<file path="config.mk">
export PLATFORM = sky130hd
export DESIGN_NAME = button_shaper_flat
export DESIGN_NICKNAME = d
export VERILOG_FILES = /design/src/rtl/button_shaper_if.sv /design/src/rtl/button_shaper.sv /design/src/flat_wrapper.sv
export SDC_FILE = /design/constraint.sdc
export NUM_CORES = 1
export LEC_CHECK = 0
export ABC_AREA = 1
export CORE_MARGIN = 2
export CORE_UTILIZATION = 51
export DETAILED_ROUTE_END_ITERATION = 10
export MAX_ROUTING_LAYER = met4
export PLACE_DENSITY = 0.74
export SLEW_MARGIN = 15
export SYNTH_ARGS = -nofsm -noshare
export SYNTH_HDL_FRONTEND = slang
export SYNTH_SLANG_ARGS = --single-unit
</file>
<file path="constraint.sdc">
create_clock -name CLK -period 1.2 [get_ports CLK]
set_input_delay 0.24 -clock CLK [delete_from_list [all_inputs] [get_ports CLK]]
set_output_delay 0.24 -clock CLK [all_outputs]
set_load 0.05 [all_outputs]
</file>
<file path="src/rtl/button_shaper_if.sv">
// button_shaper_if: groups the pushbutton/switch inputs and the load-strobe
// outputs of button_shaper. The master side drives the raw button and switch
// levels and observes the strobe. The slave side is the shaper itself.
interface button_shaper_if;
  logic       btn_in;    // raw button level, active-low, asynchronous to CLK
  logic [3:0] sw_in;     // raw player switch value, asynchronous to CLK
  logic       sig_load;  // one-cycle load strobe
  logic [3:0] data_out;  // switch value captured for the strobe
  logic       busy;      // high while the FSM is not idle

  modport master (
    output btn_in,
    output sw_in,
    input  sig_load,
    input  data_out,
    input  busy
  );

  modport slave (
    input  btn_in,
    input  sw_in,
    output sig_load,
    output data_out,
    output busy
  );
endinterface

</file>
<file path="src/rtl/button_shaper.sv">
// button_shaper: turns a bouncy active-low pushbutton into a single one-cycle
// load strobe, and captures the synchronized switch value with that strobe.
//
// Both raw inputs pass through two-flop synchronizers first. A five-state FSM
// (IDLE, DEB_PRESS, PULSE, HELD, DEB_RELEASE) then debounces press and release
// with a 16-bit counter. sig_load is a registered output that is high exactly
// while the FSM sits in PULSE.
//
// Optional feature: define BUTTON_SHAPER_REPEAT_EN to enable auto-repeat
// while the button stays held. The first repeat comes after REPEAT_DELAY
// cycles in HELD, and later repeats come every REPEAT_PERIOD cycles. Each
// repeat captures a fresh switch value. Without the macro, HELD is left only
// by a release, and the repeat parameters do not exist.
module button_shaper #(
  parameter int unsigned DEBOUNCE_CYCLES = 16
`ifdef BUTTON_SHAPER_REPEAT_EN
  , parameter int unsigned REPEAT_DELAY  = 1024
  , parameter int unsigned REPEAT_PERIOD = 256
`endif
) (
  input  logic           CLK,
  input  logic           RST,
  button_shaper_if.slave sh
);

  // Terminal count values for the debounce counter.
  localparam logic [15:0] DEB_LAST = 16'(DEBOUNCE_CYCLES - 1);
`ifdef BUTTON_SHAPER_REPEAT_EN
  localparam logic [15:0] DLY_LAST = 16'(REPEAT_DELAY - 1);
  localparam logic [15:0] PER_LAST = 16'(REPEAT_PERIOD - 1);
`endif

  typedef enum logic [2:0] {
    IDLE        = 3'd0,
    DEB_PRESS   = 3'd1,
    PULSE       = 3'd2,
    HELD        = 3'd3,
    DEB_RELEASE = 3'd4
  } state_t;

  // Synchronizer stages. The button resets to "released" (1), so a button
  // that is held through reset still needs a full debounce afterwards.
  logic       btn_meta_q;
  logic       btn_sync_q;
  logic [3:0] sw_meta_q;
  logic [3:0] sw_sync_q;

  // FSM state and registered outputs.
  state_t      state_q;
  logic [15:0] cnt_q;
  logic        sig_load_q;
  logic [3:0]  data_q;
`ifdef BUTTON_SHAPER_REPEAT_EN
  // Set once the first auto-repeat of a hold has fired. It selects
  // REPEAT_PERIOD instead of REPEAT_DELAY as the next repeat interval.
  logic        rep_q;
`endif

  // Two-flop synchronizers for the asynchronous button and switch inputs.
  always_ff @(posedge CLK or negedge RST) begin
    if (!RST) begin
      btn_meta_q <= 1'b1;
      btn_sync_q <= 1'b1;
      sw_meta_q  <= 4'b0000;
      sw_sync_q  <= 4'b0000;
    end else begin
      btn_meta_q <= sh.btn_in;
      btn_sync_q <= btn_meta_q;
      sw_meta_q  <= sh.sw_in;
      sw_sync_q  <= sw_meta_q;
    end
  end

  // Debounce FSM with registered strobe and switch capture.
  always_ff @(posedge CLK or negedge RST) begin
    if (!RST) begin
      state_q    <= IDLE;
      cnt_q      <= 16'd0;
      sig_load_q <= 1'b0;
      data_q     <= 4'b0000;
`ifdef BUTTON_SHAPER_REPEAT_EN
      rep_q      <= 1'b0;
`endif
    end else begin
      // The strobe defaults low. Only a transition into PULSE raises it, so
      // it can never stay high for two cycles.
      sig_load_q <= 1'b0;
      case (state_q)
        IDLE: begin
          if (!btn_sync_q) begin
            state_q <= DEB_PRESS;
            cnt_q   <= 16'd0;
          end
        end

        DEB_PRESS: begin
          if (btn_sync_q) begin
            // Too short a low pulse: reject as a glitch.
            state_q <= IDLE;
            cnt_q   <= 16'd0;
          end else if (cnt_q == DEB_LAST) begin
            state_q    <= PULSE;
            cnt_q      <= 16'd0;
            sig_load_q <= 1'b1;
            data_q     <= sw_sync_q;
`ifdef BUTTON_SHAPER_REPEAT_EN
            rep_q      <= 1'b0;
`endif
          end else begin
            cnt_q <= cnt_q + 16'd1;
          end
        end

        PULSE: begin
          // Leave after one cycle whatever the button does.
          state_q <= HELD;
          cnt_q   <= 16'd0;
        end

        HELD: begin
          if (btn_sync_q) begin
            // A release beats a repeat that is due in the same cycle.
            state_q <= DEB_RELEASE;
            cnt_q   <= 16'd0;
          end
`ifdef BUTTON_SHAPER_REPEAT_EN
          else if (cnt_q == (rep_q ? PER_LAST : DLY_LAST)) begin
            state_q    <= PULSE;
            cnt_q      <= 16'd0;
            sig_load_q <= 1'b1;
            data_q     <= sw_sync_q;
            rep_q      <= 1'b1;
          end else begin
            cnt_q <= cnt_q + 16'd1;
          end
`endif
        end

        DEB_RELEASE: begin
          if (!btn_sync_q) begin
            // Release bounce: go back to HELD without a new strobe.
            state_q <= HELD;
            cnt_q   <= 16'd0;
          end else if (cnt_q == DEB_LAST) begin
            state_q <= IDLE;
            cnt_q   <= 16'd0;
          end else begin
            cnt_q <= cnt_q + 16'd1;
          end
        end

        default: begin
          // Unused encodings recover to IDLE with the strobe low.
          state_q    <= IDLE;
          cnt_q      <= 16'd0;
          sig_load_q <= 1'b0;
        end
      endcase
    end
  end

  assign sh.sig_load = sig_load_q;
  assign sh.data_out = data_q;
  assign sh.busy     = (state_q != IDLE);

endmodule
</file>
<file path="src/flat_wrapper.sv">
// flat-port wrapper written by rule: the top's interface ports become plain ports
module button_shaper_flat 
#(
  parameter int unsigned DEBOUNCE_CYCLES = 16

)
  (CLK, RST, sh_btn_in, sh_sw_in, sh_sig_load, sh_data_out, sh_busy);
  button_shaper_if sh_i ();
  input  logic CLK;
  input  logic RST;
  input wire logic [$bits(sh_i.btn_in)-1:0] sh_btn_in;
  input wire logic [$bits(sh_i.sw_in)-1:0] sh_sw_in;
  output wire logic [$bits(sh_i.sig_load)-1:0] sh_sig_load;
  output wire logic [$bits(sh_i.data_out)-1:0] sh_data_out;
  output wire logic [$bits(sh_i.busy)-1:0] sh_busy;
  assign sh_i.btn_in = sh_btn_in;
  assign sh_i.sw_in = sh_sw_in;
  assign sh_sig_load = sh_i.sig_load;
  assign sh_data_out = sh_i.data_out;
  assign sh_busy = sh_i.busy;
  button_shaper #(.DEBOUNCE_CYCLES(DEBOUNCE_CYCLES)) u_core (.CLK(CLK), .RST(RST), .sh(sh_i));
endmodule
</file>
## Word level (Yosys, flattened, before mapping)

Index checks and enable logic that the tools add are counted.

- Add/sub/neg operators: 1
- Multiply operators: 0
- Divide/modulo/power cells: 0
- Magnitude comparators: 0
- Eq/ne operators: 9
- Shifts and indexed selects: 0
- Muxes and demuxes: 16
- Bitwise gates (word level): 1
- Reductions and logical operators: 5

Operators by type and width:

| cell | number |
|---|---|
| 16-bit two-way mux | 5 |
| 16-bit one-hot mux with 4 select lines | 1 |
| 3-bit two-way mux | 6 |
| 16-bit by 1-bit adder with 16-bit output (second input constant) | 1 |
| 16-bit by 4-bit == test with 1-bit output (second input constant) | 1 |
| 3-bit one-hot mux with 5 select lines | 1 |
| 3-bit by 2-bit == test with 1-bit output (second input constant) | 2 |
| 4-bit AND reduction | 1 |
| 3-bit by 1-bit == test with 1-bit output (second input constant) | 1 |
| 3-bit == test (second input constant) | 1 |
| 3-bit logical NOT | 1 |
| 1-bit two-way mux | 3 |
| 3-bit by 1-bit inequality test with 1-bit output (second input constant) | 1 |
| 3-bit inequality test (second input constant) | 1 |
| 3-bit AND reduction | 1 |
| 3-bit nonzero test | 1 |
| 2-bit by 1-bit inequality test with 1-bit output (second input constant) | 1 |
| 2-bit inequality test (second input constant) | 1 |
| 2-bit AND reduction | 1 |
| 1-bit NOT | 1 |

- Bits in registers: 34
- Latch bits: 0
- Memory bits (writable): 0
- Bits in read-only memories: 0
- Word-level logic and storage cells: 40
- Memories kept: 0

## Longest topological paths before layout

Gate-level depths: netlist of run 1.

- Depth after elaboration: 4
- Gate-level depth with buffers: 10
- Gate-level depth less buffers: 10

## Least setup slack after synthesis of run 1

Ideal clock, no wire load.

- Kind: register to register
- From: register u_core.state_q[0]
- To: register u_core.cnt_q[15]
- Arrival: 1.497 ns
- Setup slack: -0.414 ns
- Stages on the path, launching flop included: 10
- Path buffers: 1
- Cell sequence: dfrtp_1 -> nor2_2 -> nand2_1 -> nand2_1 -> nand2_4 -> buf_6 -> nand3_2 -> nand2_1 -> nand2_1 -> nor2_1

- Longest elaborated chain between the ends: 3

Ends and longest elaborated chain:

| what | RTL line | RTL |
|---|---|---|
| start: declaration | button_shaper.sv:49 | `state_t state_q;` |
| start signal: assignment | button_shaper.sv:77 | `state_q <= IDLE;` |
| start signal: assignment | button_shaper.sv:91 | `state_q <= DEB_PRESS;` |
| start signal: assignment | button_shaper.sv:99 | `state_q <= IDLE;` |
| 3-bit by 2-bit == test with 1-bit output / 3-bit logical NOT (equally long branches) | button_shaper.sv:88 | `case (state_q)` |
| 2-bit by 1-bit inequality test with 1-bit output (no source line) / 2-bit inequality test (equally long branches) | n/a |  |
| 2-bit AND reduction (no source line) | n/a |  |
| end signal: assignment | button_shaper.sv:110 | `cnt_q <= cnt_q + 16'd1;` |
| end signal: assignment | button_shaper.sv:148 | `cnt_q <= cnt_q + 16'd1;` |
| end: declaration | button_shaper.sv:50 | `logic [15:0] cnt_q;` |

Several ways; a longest one is shown, not always the timed one.
A chain may end at the register's enable or synchronous reset.

## Worst setup path in the final report of run 1

- From: register u_core.cnt_q[8]
- To: register u_core.state_q[2]

- Longest elaborated chain between the ends: 3

Ends and longest elaborated chain:

| what | RTL line | RTL |
|---|---|---|
| 16-bit by 4-bit == test with 1-bit output (*) | button_shaper.sv:101, button_shaper.sv:144 |  |
| 3-bit inequality test (no source line) / 3-bit by 1-bit inequality test with 1-bit output (equally long branches) | n/a |  |
| 4-bit AND reduction (no source line) (*) | n/a |  |
| end signal: assignment | button_shaper.sv:99 |  |
| end signal: assignment | button_shaper.sv:102 | `state_q <= PULSE;` |
| end signal: assignment | button_shaper.sv:145 | `state_q <= IDLE;` |

Every way passes the cells marked *; elsewhere a longest branch is shown, timed or not.

==> results by group, run 1 <==
Status
  – Status: finished with violations
  – Failing checks: DRC, setup timing

Clock tree
  – TritonCTS Buffers: 5
  – CTS max path bufs: 2
  – Clk sink count: 34
  – Clock Tree Root: clkbuf_4
  – H-tree levels: 2
  – Hold bufs inserted after CTS: 0
  – CTS tree: yes
  – Worst skew pair latency: 360 ps
  – Clk slew on worst S/H paths: 140 ps

GRT
  – Overall global routing resource usage: 33.3%
  – Number of global-route vias before repair: 1788
  – Total grt overflow: 0
  – Initial antenna violation count: 0
  – Global-route wire length before repair: 8650 um
  – Largest net degree at the start of global routing: 35

Logic synthesis
  – Count leader, synth: nand2_1
  – Post-synthesis sequential area ratio: 50.5%
  – Ys flop type: dfrtp_1
  – Syn_area_per_cell: 8.05 sq um
  – Top cells by count, synth: nand2_1 (56), nor2_1 (36), dfrtp_1 (32), inv_1 (16), nand3_1 (16)
  – Synth area leader: dfrtp_1
  – Mapped Nets: 218
  – Async S/R FF share, synth: 100%
  – Ranking of synthesized cells by area: dfrtp_1 (47%), nand2_1 (12%), nor2_1 (8.0%)
  – Post-synthesis cell type count: 24
  – Synth warn: 0
  – EDFF count, synth: 0
  – Mapped cell area: 1690 sq um
  – Synthesized flop and latch total: 34
  – Synth top area share: 47.4%
  – Post-Syn Instances: 210

Power and ir drop
  – Sw power: 2.06 mW
  – Flop pwr share: 28.3%
  – Peak VDD IR: 0.00115 V
  – Clk pwr share: 15.3%
  – Pint: 2.72 mW
  – Pwr dens: 1720 nW/um^2
  – Sw frac: 43.1%
  – P_leak: 1.29 nW
  – Overall power: 4.77 mW
  – Combinational share of power: 56.4%

STA
  – Final setup TNS: -7590 ps
  – Tmin final: 1580 ps
  – Hold_ws: 263 ps
  – RSZ-0062 raised after global routing: true
  – Final Hold Fails: 0
  – Max-slew headroom at the worst pin: 73.2%
  – Setup slack after layout: -380 ps
  – Fmax: 0.633 GHz
  – Final Skew: 30.1 ps
  – Final count of negative-setup-slack endpoints: 25
  – Worst Tran Pin Value: 400 ps
  – Crit share post-route: 132%
  – Max Slew Vio Count: 0

Placement
  – Port bufs: 12
  – Post-DP HPWL: 3070 um
  – Gpl congestion: 0.901
  – Setup WS pre-CTS: -244 ps
  – Post-place instance area: 2240 sq um

Layout
  – Layout cells sized above 1: 45.9%
  – N_diodes: 0
  – Final Cell Area: 2780 sq um
  – Area grow syn2layout: 64.4%
  – Nets: 299
  – Fill cells: 126

Worst setup path
  – Worst R2R Start: u_core.cnt_q[8]$_DFFE_PN0P_
  – Slowest CP cell: dfrtp_1
  – Max FO, Critical Path: 4
  – CP startpoint kind: flop
  – Worst reg2reg endpoint: u_core.state_q[2]$_DFFE_PN0P_
  – CP bufs+invs: 1
  – Critical Path, Cell by Cell: buf_4 -> nor2_1 -> nand3_1 -> nor2_1 -> nand2_1 -> nand3_1 -> o21ai_2
  – Register-to-Register Path Depth: 7
  – CP Class: reg -> reg
  – Max incr delay on CP: 430 ps
  – Worst path top cell family by delay: simple AND/OR/NAND/NOR gates
  – Critical Path AT: 1850 ps
  – Worst EP required: 1470 ps
  – CP Capture Type: flop
  – R2R setup slack: -380 ps

Routing
  – Routed wl met2: 3030 um
  – Vias: 2091
  – Met1 wire length: 2420 um
  – Vias per cell: 6.22
  – Routed length per placed instance: 20.6 um
  – Drt total wl: 6940 um
  – Final ANT Viol Nets: 0
  – DRC: 2
  – DR pass1 iterations: 11
  – Metal3 WL: 877 um
  – Highest routed layer: met4
  – DRT iter0 DRCs: 357

Floorplanning
  – Rows: 20
  – Core area: 3100 sq um
  – Initial Utilization: 54.5%
  – Die Ht: 61.6 um
  – Die Area: 3790 sq um
  – I/O pin cnt: 13
  – Die extent in x: 61.6 um

Worst hold path
  – WHS Path Cells: 1
  – Hold_sp: sh_btn_in
  – Worst Hold Endpoint: u_core.btn_meta_q$_DFF_PN1_
  – HP Class: in -> reg

Run
  – Max-cap viol count: 0
==> placed cells by master, fill, tap and decap left out, types with 6 or more instances in the layout <==
cell             instances
nand2_4                 11
nor2_4                   7
nor2_2                   6
nor2_1                  27
buf_12                   7
dfrtp_1                 30
clkdlybuf4s50_1          6
nand4_1                  6
buf_4                   44
nand2_1                 40
buf_6                   15
nand2_8                  6
nand3_1                 12
nand2_2                 10
inv_1                   14
==> flip-flops by register name, summed over array words and instances, names as in the netlist <==
register            cells
u_core.btn_meta_q       1
u_core.btn_sync_q       1
u_core.cnt_q           16
u_core.sh.data_out      4
u_core.sh.sig_load      1
u_core.state_q          3
u_core.sw_meta_q        4
u_core.sw_sync_q        4
==> area by class of cell <==
cell class / count / area [sq um] / area share, %
clock buffers: 6 / 51.3 / 1.85
clock inverters: 2 / 12.5 / 0.450
repair buffers: 72 / 699 / 25.2
flip-flops and latches: 34 / 856 / 30.8
inverters: 18 / 72.6 / 2.61
well taps: 44 / 55.1 / 1.98
multi-input cells: 160 / 1030 / 37.1
==> power groups by stage <==
stage / logic, mW / registers [mW] / clock network (mW)
3_5_place_dp: 1.49 / 1.39 / 0
3_3_place_gp: 1.44 / 1.37 / 0
6_report: 2.69 / 1.35 / 0.729
2_1_floorplan: 0.878 / 1.37 / 0
5_1_grt: 2.81 / 1.37 / 0.789
4_1_cts: 2.01 / 1.33 / 0.705
==> kinds of logic after synthesis <==
group                    count (synthesis)  synth area share, %
buffers and inverters                   20                 4.96
XOR/XNOR                                 2                 1.04
flip-flops                              34                 50.5
AO/OA/AOI/OAI                           24                 8.07
adder cells (fa/ha/maj)                  1                0.740
AND/OR/NAND/NOR                        129                 34.7
==> stage by stage <==
stage / std cells / util, %
3_3_place_gp: 301 / 72.3
4_1_cts: 328 / 83.1
2_1_floorplan: 210 / -
3_5_place_dp: 301 / 72.3
6_report: 336 / 89.6
5_1_grt: 336 / 89.6
==> worst max path at each step <==
| stage | to | slack (ps) | cells after the start | from |
|---|---|---|---|---|
| floorplan | u_core.cnt_q[10]$_DFFE_PN0P_ | -150 | 8 | u_core.cnt_q[1]$_DFFE_PN0P_ |
| global placement | u_core.cnt_q[10]$_DFFE_PN0P_ | -180 | 8 | u_core.cnt_q[1]$_DFFE_PN0P_ |
| detailed placement | u_core.state_q[0]$_DFFE_PN0P_ | -240 | 10 | u_core.cnt_q[1]$_DFFE_PN0P_ |
| CTS | sh_busy | -280 | 4 | u_core.state_q[1]$_DFFE_PN0P_ |
| global route | u_core.cnt_q[9]$_DFFE_PN0P_ | -460 | 7 | u_core.btn_sync_q$_DFF_PN1_ |
| finish | u_core.state_q[2]$_DFFE_PN0P_ | -380 | 7 | u_core.cnt_q[8]$_DFFE_PN0P_ |
==> routing by layer <==
metal / track usage (%) / vias up
met2: 51.4 / 191
met3: 9.66 / 85
met4: 16.4 / 0
li1: - / 849
met5: - / -
met1: 39.8 / 966
==> timing repair <==
action | 4_1_cts | 5_1_grt
gates resized for setup | 32 | 37
cloned | 4 | 0
buffers inserted | 15 | 8
setup endpoints to repair | 25 | 27
pin swaps | 13 | 26
(Power assumes the default switching activity.)
==> inputs of run 2 (changes only) <==
Settings changed: CORE_MARGIN 2 to not set.
==> run 2 against run 1 <==
Net effect:
- the flow finishes with violations (setup timing)
- sequential power about the same
- via count increased by 6.6%
- global-route usage increased by 2.1 points
- hold slack improved by 2.3 ps
- final cell count unchanged
- fmax decreased by 12%
- first-iteration DRC count decreased by 22%
- combinational power increased by 12%
- total power increased by 6.1%
- flip-flop and latch count unchanged
- critical path type unchanged
- largest power group unchanged
==> results by group, run 2 (synthesis results as in run 1) <==
Clock tree
  – CTS tree: yes (unchanged)
  – CTS max path bufs: 2 (unchanged)
  – Clk slew on worst S/H paths: 120 ps (was 140 ps)
  – Worst skew pair latency: 370 ps (was 360 ps)
  – H-tree levels: 2 (unchanged)
  – Clk sink count: 34 (unchanged)
  – TritonCTS Buffers: 5 (unchanged)
  – Clock Tree Root: clkbuf_4 (unchanged)

Layout
  – Nets: 299 (unchanged)
  – Largest Register: u_core.cnt_q (unchanged)
  – Most frequent cells in the layout: buf_4 (37), nand2_1 (32), dfrtp_1 (27) (was buf_4 (44), nand2_1 (40), dfrtp_1 (30))
  – Max reg flops: 16 (unchanged)
  – N_diodes: 0 (unchanged)
  – Area grow syn2layout: 74.5% (was 64.4%)
  – Commonest non-fill, non-tap cell in the layout: buf_4 (unchanged)
  – Layout cells sized above 1: 53.1% (was 45.9%)

STA
  – Final setup TNS: -12820 ps (was -7590 ps)
  – RSZ-0062 raised after global routing: true (unchanged)
  – Final count of negative-setup-slack endpoints: 28 (was 25)
  – Final Skew: 21.7 ps (was 30.1 ps)
  – Fmax: 0.556 GHz (was 0.633 GHz)
  – Max Slew Vio Count: 0 (unchanged)
  – Tmin final: 1800 ps (was 1580 ps)
  – Worst Tran Pin Value: 398 ps (was 400 ps)
  – Max-slew headroom at the worst pin: 73.4% (was 73.2%)
  – Setup slack after layout: -600 ps (was -380 ps)
  – Crit share post-route: 150% (was 132%)
  – Final Hold Fails: 0 (unchanged)
  – Hold_ws: 265 ps (was 263 ps)

Floorplanning
  – I/O pin cnt: 13 (unchanged)
  – Die Ht: 59.6 um (was 61.6 um)
  – Initial Utilization: 54.5% (unchanged)
  – Die Area: 3550 sq um (was 3790 sq um)
  – Die extent in x: 59.6 um (was 61.6 um)
  – Rows: 20 (unchanged)
  – Core area: 3100 sq um (unchanged)

Routing
  – Vias per cell: 6.63 (was 6.22)
  – Met1 wire length: 2600 um (was 2420 um)
  – DR pass1 iterations: 7 (was 11)
  – Drt total wl: 8250 um (was 6940 um)
  – DRC: 0 (was 2)
  – Final ANT Viol Nets: 0 (unchanged)
  – Highest routed layer: met4 (unchanged)
  – DRT iter0 DRCs: 280 (was 357)
  – Metal3 WL: 1110 um (was 877 um)
  – Routed length per placed instance: 24.6 um (was 20.6 um)
  – Vias: 2229 (was 2091)
  – Routed wl met2: 3810 um (was 3030 um)

Worst setup path
  – Worst reg2reg endpoint: u_core.state_q[1]$_DFFE_PN0P_ (was u_core.state_q[2]$_DFFE_PN0P_)
  – Critical Path, Cell by Cell: nor2_1 -> nand2_1 -> nor2_4 -> nand2_4 -> nand2_8 -> nand2_8 -> o21ai_1 (was buf_4 -> nor2_1 -> nand3_1 -> nor2_1 -> nand2_1 -> nand3_1 -> o21ai_2)
  – Worst EP required: 1480 ps (was 1470 ps)
  – Worst path top cell family by delay: simple AND/OR/NAND/NOR gates (unchanged)
  – Slowest CP cell: dfrtp_2 (was dfrtp_1)
  – CP Capture Type: flop (unchanged)
  – Critical Path AT: 2080 ps (was 1850 ps)
  – CP Launch Point: u_core.cnt_q[4]$_DFFE_PN0P_ (was u_core.cnt_q[8]$_DFFE_PN0P_)
  – CP startpoint kind: flop (unchanged)
  – Max FO, Critical Path: 5 (was 4)
  – R2R setup slack: -600 ps (was -380 ps)
  – Max incr delay on CP: 470 ps (was 430 ps)
  – Crit-path most repeated cell: nand2_8
  – Worst R2R Start: u_core.cnt_q[4]$_DFFE_PN0P_ (was u_core.cnt_q[8]$_DFFE_PN0P_)
  – CP bufs+invs: 0 (was 1)
  – CP Class: reg -> reg (unchanged)
  – Register-to-Register Path Depth: 7 (unchanged)

GRT
  – Number of global-route vias before repair: 1794 (was 1788)
  – Overall global routing resource usage: 35.4% (was 33.3%)
  – Largest net degree at the start of global routing: 35 (unchanged)
  – Global-route wire length before repair: 8450 um (was 8650 um)
  – Initial antenna violation count: 0 (unchanged)
  – Total grt overflow: 0 (unchanged)

Status
  – Status: finished with violations (unchanged)
  – Failing checks: setup timing (was DRC, setup timing)

Worst hold path
  – HP Class: in -> async (was in -> reg)

Placement
  – Port bufs: 12 (unchanged)
  – Setup WS pre-CTS: -251 ps (was -244 ps)
  – Gpl congestion: 0.872 (was 0.901)
  – Post-DP HPWL: 2920 um (was 3070 um)

Power and ir drop
  – Peak VDD IR: 0.00119 V (was 0.00115 V)
  – P_leak: 1.33 nW (was 1.29 nW)
  – Pwr dens: 1720 nW/um^2 (about the same)

Run
  – Max-cap viol count: 0 (unchanged)
run 2: worst max-delay path by stage:
stage,to,slack (ps),cells after the start
floorplan,u_core.cnt_q[10]$_DFFE_PN0P_,-150,8
global placement,u_core.cnt_q[5]$_DFFE_PN0P_,-170,6
detailed placement,u_core.cnt_q[10]$_DFFE_PN0P_,-250,8
CTS,sh_busy,-290,4
global route,u_core.state_q[2]$_DFFE_PN0P_,-620,7
finish,u_core.state_q[1]$_DFFE_PN0P_,-600,7
run 2: through the flow:
step | util [%] | total power [mW] | instances | instance area, sq um
after floorplan | - | 2.25 | 210 | 1740
after global placement | 72.3 | 2.81 | 301 | 2240
after detailed placement | 72.3 | 2.85 | 301 | 2240
after CTS | 84.2 | 4.20 | 329 | 2610
after global routing | 95.0 | 5.22 | 336 | 2950
final | 95.0 | 5.06 | 336 | 2950
run 2: report_power, final:
| group | switching, mW | internal [mW] | leakage (nW) |
|---|---|---|---|
| Sequential | 0.120 | 1.25 | 0.437 |
| Combinational | 1.68 | 1.32 | 0.856 |
| Clock | 0.411 | 0.284 | 0.0353 |
| Total | 2.21 | 2.85 | 1.33 |
run 2: metal layers:
metal  vias to the layer above  track usage (%)
met1                      1034             43.5
li1                        849                -
met5                         -                -
met2                       253             51.8
met3                        93             7.86
met4                         0             24.3
run 2: what timing repair did:
action / CTS / global route
pin swaps: 15 / 27
buffers inserted: 16 / 8
gates cloned: 4 / 0
hold buffers: 0 / 0
gates resized for setup: 34 / 78
setup endpoints to repair: 24 / 27
run 2: layout make-up:
cell class,instances,area (sq um)
multi-input combinational,160,1170
sequential,34,860
timing repair buffer,72,734
fill,84,154
inverter,18,70.1
clock buffer,7,55.1
tap,44,55.1
clock inverter,1,5.00
==> inputs of run 3 (changes only) <==
Settings changed: REMOVE_ABC_BUFFERS set to 1.
==> run 3 against run 2 <==
Net effect:
- the flow still finishes with violations (setup timing)
- largest cell class unchanged
- critical endpoint is now u_core.cnt_q[10]$_DFFE_PN0P_
- die area is the same
- wire length shrank 38%
- clock skew down 7.7 ps
==> results by group, run 3 (synthesis results as in run 1) <==
Status
  – Status: finished with violations (unchanged)
  – Failing checks: setup timing (unchanged)

Layout
  – Final Cell Area: 2550 sq um (was 2950 sq um)
  – Largest Register: u_core.cnt_q (unchanged)
  – Register area: 858 sq um (was 860 sq um)
  – Area occupied by multi-input gates: 898 sq um (was 1170 sq um)
  – Layout cells sized above 1: 39.2% (was 53.1%)
  – Nets: 285 (was 299)
  – Most frequent cells in the layout: nand2_1 (46), buf_4 (39), nor2_1 (33) (was buf_4 (37), nand2_1 (32), dfrtp_1 (27))
  – Max reg flops: 16 (unchanged)
  – Fill cells: 183 (was 84)
  – Commonest non-fill, non-tap cell in the layout: nand2_1 (was buf_4)
  – N_diodes: 0 (unchanged)
  – Area grow syn2layout: 51.0% (was 74.5%)

STA
  – RSZ-0062 raised after global routing: true (unchanged)
  – Fmax: 0.651 GHz (was 0.556 GHz)
  – Worst Tran Pin Value: 321 ps (was 398 ps)
  – Setup slack after layout: -337 ps (was -600 ps)
  – Final count of negative-setup-slack endpoints: 26 (was 28)
  – Final setup TNS: -7130 ps (was -12820 ps)
  – Final Hold Fails: 0 (unchanged)
  – Crit share post-route: 128% (was 150%)
  – Max-slew headroom at the worst pin: 78.5% (was 73.4%)
  – Max Slew Vio Count: 0 (unchanged)
  – Final Skew: 14.0 ps (was 21.7 ps)
  – Tmin final: 1540 ps (was 1800 ps)

Routing
  – DR pass1 iterations: 6 (was 7)
  – Drt total wl: 5130 um (was 8250 um)
  – Highest routed layer: met4 (unchanged)
  – Vias per cell: 5.50 (was 6.63)
  – Vias: 1772 (was 2229)
  – Met1 wire length: 2090 um (was 2600 um)
  – DRT iter0 DRCs: 140 (was 280)
  – Routed wl met2: 2420 um (was 3810 um)
  – Routed length per placed instance: 15.9 um (was 24.6 um)
  – DRC: 0 (unchanged)
  – Metal3 WL: 342 um (was 1110 um)
  – Final ANT Viol Nets: 0 (unchanged)

Placement
  – Setup WS pre-CTS: -302 ps (was -251 ps)
  – Port bufs: 12 (unchanged)
  – Post-DP HPWL: 2820 um (was 2920 um)
  – Gpl congestion: 0.879 (was 0.872)
  – Post-place instance area: 2190 sq um (was 2240 sq um)

Worst setup path
  – CP Capture Type: flop (unchanged)
  – Worst EP required: 1440 ps (was 1480 ps)
  – CP startpoint kind: flop (unchanged)
  – CP Class: reg -> reg (unchanged)
  – Critical Path AT: 1780 ps (was 2080 ps)
  – Max FO, Critical Path: 7 (was 5)

Power and ir drop
  – Peak VDD IR: 0.00118 V (was 0.00119 V)
  – Pint: 2.67 mW (was 2.85 mW)
  – Sw frac: 38.8% (was 43.6%)
  – Clk pwr share: 20.0% (was 13.7%)
  – Flop pwr share: 30.8% (was 27.1%)
  – Combinational share of power: 49.2% (was 59.2%)
  – Pwr dens: 1710 nW/um^2 (was 1720 nW/um^2)
  – P_leak: 1.16 nW (was 1.33 nW)
  – Sw power: 1.69 mW (was 2.21 mW)

GRT
  – Global-route wire length before repair: 7890 um (was 8450 um)
  – Initial antenna violation count: 0 (unchanged)
  – Largest net degree at the start of global routing: 35 (unchanged)
  – Number of global-route vias before repair: 1670 (was 1794)
  – Total grt overflow: 0 (unchanged)
  – Overall global routing resource usage: 32.4% (was 35.4%)

Run
  – Max-cap viol count: 0 (unchanged)

Clock tree
  – H-tree levels: 2 (unchanged)
  – CTS max path bufs: 2 (unchanged)
  – Clk sink count: 34 (unchanged)
  – Worst skew pair latency: 370 ps (about the same)
  – CTS tree: yes (unchanged)
  – TritonCTS Buffers: 5 (unchanged)
  – Clk slew on worst S/H paths: 120 ps (about the same)
  – Clock Tree Root: clkbuf_4 (unchanged)

Floorplanning
  – Initial Utilization: 54.5% (unchanged)
  – I/O pin cnt: 13 (unchanged)
  – Core area: 3100 sq um (unchanged)
  – Die Ht: 59.6 um (unchanged)
  – Die extent in x: 59.6 um (unchanged)
  – Rows: 20 (unchanged)
  – Die Area: 3550 sq um (unchanged)

Worst hold path
  – HP Class: in -> async (unchanged)
==> run 3: changes by cell type in the layout (fill, tap and decap cells not counted), moves of 6 or more <==
cell,previous run,this run
buf_6,21,8
nand2_1,32,46
nand2_2,16,10
nand2_8,10,4
nor2_1,22,33
nor2_4,11,5
==> run 3: per-layer routing <==
layer	GRT usage (%)	vias up
met5	-	-
met2	50.7	92
li1	-	816
met4	13.6	0
met3	10.0	36
met1	38.7	828
==> run 3: area by class of cell <==
cell class	instances	share of cell area, %
timing repair buffer	61	23.0
clock inverter	3	1.76
tap	44	2.16
multi-input combinational	157	35.2
inverter	18	2.75
clock buffer	5	1.47
sequential	34	33.6
==> run 3: through the flow <==
stage / hold slack, ps / utilization [%] / std cells / power, mW
final: 241 / 82.3 / 322 / 4.37
after global routing: 252 / 82.3 / 322 / 4.55
after CTS: 246 / 79.8 / 318 / 4.17
after detailed placement: 337 / 70.6 / 300 / 2.79
after global placement: 336 / 70.6 / 300 / 2.76
after floorplan: -55.6 / - / 208 / 2.09
==> run 3: critical path: stages, from the launching register on <==
cell and delay (ps):
dfrtp_1 460, nor2_1 110, nand2_1 80, nor2_1 210, nand2_2 110, buf_6 160
a21oi_4 230, a21oi_1 70
==> run 3: what timing repair did <==
action | CTS | global route
setup buffers | 11 | 3
endpoints found under the setup margin | 28 | 30
pin swaps | 18 | 7
gates cloned | 0 | 1
hold buffers | 0 | 0
gates resized for setup | 35 | 14
==> run 3: power groups by stage <==
stage	combinational [mW]	clock, mW	sequential (mW)
5_1_grt	2.27	0.932	1.35
4_1_cts	1.95	0.890	1.33
2_1_floorplan	0.739	0	1.35
3_5_place_dp	1.43	0	1.36
3_3_place_gp	1.40	0	1.35
6_report	2.15	0.875	1.34
==> run 3: path summary, 6_finish.rpt <==
| path | from | end | slack [ps] | cells after the start |
|---|---|---|---|---|
| min in group CLK | sh_btn_in | u_core.btn_meta_q$_DFF_PN1_ | 280 | 1 |
| min | RST | u_core.sh.data_out[1]$_DFFE_PN0P_ | 240 | 2 |
| max | u_core.cnt_q[10]$_DFFE_PN0P_ | u_core.cnt_q[10]$_DFFE_PN0P_ | -340 | 7 |
| max in group asynchronous | RST | u_core.btn_meta_q$_DFF_PN1_ | 710 | 2 |
| min reg2reg | u_core.btn_meta_q$_DFF_PN1_ | u_core.btn_sync_q$_DFF_PN1_ | 370 | 0 |
| max reg2reg | u_core.cnt_q[10]$_DFFE_PN0P_ | u_core.cnt_q[10]$_DFFE_PN0P_ | -340 | 7 |
==> patch: new RTL, config.mk and constraints of run 3 <==
The 5 states of `state_t` get a one-hot encoding in 5 bits.
--- a/src/rtl/button_shaper.sv
+++ b/src/rtl/button_shaper.sv
@@ -30,12 +30,12 @@
   localparam logic [15:0] PER_LAST = 16'(REPEAT_PERIOD - 1);
 `endif
 
-  typedef enum logic [2:0] {
-    IDLE        = 3'd0,
-    DEB_PRESS   = 3'd1,
-    PULSE       = 3'd2,
-    HELD        = 3'd3,
-    DEB_RELEASE = 3'd4
+  typedef enum logic [4:0] {
+    IDLE        = 5'b00001,
+    DEB_PRESS   = 5'b00010,
+    PULSE       = 5'b00100,
+    HELD        = 5'b01000,
+    DEB_RELEASE = 5'b10000
   } state_t;
 
   // Synchronizer stages. The button resets to "released" (1), so a button
Formal check against the unedited RTL: same outputs for any inputs over 10 cycles, from zero or initial values and one cycle with RST low; not proved beyond that.
==> patch against run 3 <==
The flow still finishes with violations (negative setup slack); final area increased by 24%; non-clock buffer count increased by 23; sequential cell count increased by 2; setup slack got worse by 0.10 ns; critical endpoint is now sh_busy; wire length increased by 60%; critical path type is now reg2out; power decreased by 13%; synthesized area increased by 15%; critical path depth decreased by 2; clock skew increased by 0.013 ns.
==> patch: results (changes against run 3) <==
status:
  status: "finished, violations left"  # unchanged
  violations: "negative setup slack"  # unchanged
clock_tree:
  ctsRootBufferMaster: "clkbuf_8"  # was clkbuf_4
  cts_made_buffers: 5  # unchanged
  cts_resized: 56  # was 35
  cts_hold_buf: 1  # was 0
  htree_levels: 2  # unchanged
  clk_latency_ns: 0.32  # was 0.37 ns
cells_and_area:
  nNetsFinal: 360  # was 285
  fillers: 164  # was 183
  antenna_cells: 0  # unchanged
  drive_gt1_share_pct: 44.19  # was 39.21%
routing:
  vias: 2539  # was 1772
  drt_wl_total_mm: 8.230  # was 5.133 mm
  vias_per_cell: 6.332  # was 5.503
grt:
  track_usage_pct: 37.07  # was 32.41%
  grt_pass1_wl_mm: 10.77  # was 7.886 mm
  grt_max_degree: 20  # was 35
  grt_pass1_vias: 2361  # was 1670
synthesis:
  synthTopCellsByArea: "dfrtp_1 (43%), nand2_1 (16%), nand4_1 (8.1%)"  # was dfrtp_1 (47%), nand2_1 (12%), nor2_1 (8.0%)
  synthCells: 264  # was 210
  ys_types: 22  # was 24
  synth_common_cells: "nand2_1 (81), nor2_1 (35), dfrtp_1 (33)"  # was nand2_1 (56), nor2_1 (36), dfrtp_1 (32)
  ys_seq_elements: 36  # was 34
  yosysSeqAreaShare_pct: 46.65  # was 50.48%
power_and_ir_drop:
  swShare_pct: 38.37  # was 38.76%
  p_comb_share_pct: 39.9  # was 49.2%
  ir_worst_vdd_v: 0.001084  # was 0.001175 V
setup_path:
  worstPathArrival_ns: 1.40  # was 1.78 ns
  crit_start: "u_core.state_q[0]$_DFFE_PN1P_"  # was u_core.cnt_q[10]$_DFFE_PN0P_
  rr_endpoint: "u_core.cnt_q[13]$_DFFE_PN0P_"  # was u_core.cnt_q[10]$_DFFE_PN0P_
  r2r_setup_slack_ns: -0.42  # was -0.34 ns
  crit_path_max_fanout: 2  # was 7
place:
  place_congestion: 0.9527  # was 0.8785
  dpl_cell_area_sq_um: 2550  # was 2192 sq um
  dp_cells: 375  # was 300
  place_ws_ns: -0.3333  # was -0.3024 ns
sta:
  setup_viol: 27  # was 26
  final.setup_skew_ns: 0.02745  # was 0.01401 ns
  setup_ws_ns: -0.4368  # was -0.3369 ns
  relSlewSlack_pct: 69.45  # was 78.53%
min_path:
  hold_path_class: "in2reg"  # was in2async
  min_from: "sh_btn_in"
## patch: changes by cell type after synthesis, sizes merged, moves of 5 or more
cell	before	now
o21ai	12	7
nand4	6	25
nand3	17	30
nand2	63	85
inv	18	28
a21oi	9	2
## patch: area by class of cell
class                           instances  area (sq um)  area share [%]
Inverter                               30         126.4           4.006
Clock buffer                            5         68.82           2.182
Sequential cell                        36         909.6           28.84
Clock inverter                          3         23.77          0.7537
Tap cell                               48         60.06           1.904
Multi-Input combinational cell        195          1179           37.37
Timing Repair Buffer                   84         787.0           24.95
## patch: per-stage QoR
| stage | util (%) | hold WS [ns] | total power (uW) | TNS, ns |
|---|---|---|---|---|
| 2_1_floorplan | - | -0.05559 | 1761 | -8.736 |
| 3_3_place_gp | 69.65 | 0.2186 | 2157 | -4.564 |
| 3_5_place_dp | 69.65 | 0.2156 | 2179 | -5.661 |
| 4_1_cts | 80.49 | 0.3425 | 3501 | -5.165 |
| 5_1_grt | 86.16 | 0.3421 | 3883 | -9.020 |
| 6_report | 86.16 | 0.3426 | 3787 | -7.892 |
## patch: kinds of logic (layout without fill, tap and decap cells)
group	count (synthesis)	in the layout	synth area share, %
buffers and inverters	34	122	7.097
flip-flops	36	36	46.65
AO/OA/AOI/OAI	11	11	3.096
AND/OR/NAND/NOR	182	183	42.52
adder cells (fa/ha/maj)	1	1	0.6451
## patch: metal layers
layer  global-route usage, %  share of wire [%]  vias to the layer above
li1                        -                  -                     1038
met1                   40.77                 34                     1174
met2                   58.91                 46                      227
met3                   11.05                 11                      100
met4                   22.16                8.7                        0
met5                       -                  0                        -
## patch: worst max-delay path: stages (launching register included)
cell and delay, ns:
dfstp_2 0.55, inv_2 0.04, nor2_2 0.08, nand3_2 0.12, buf_6 0.15, buf_8 0.14
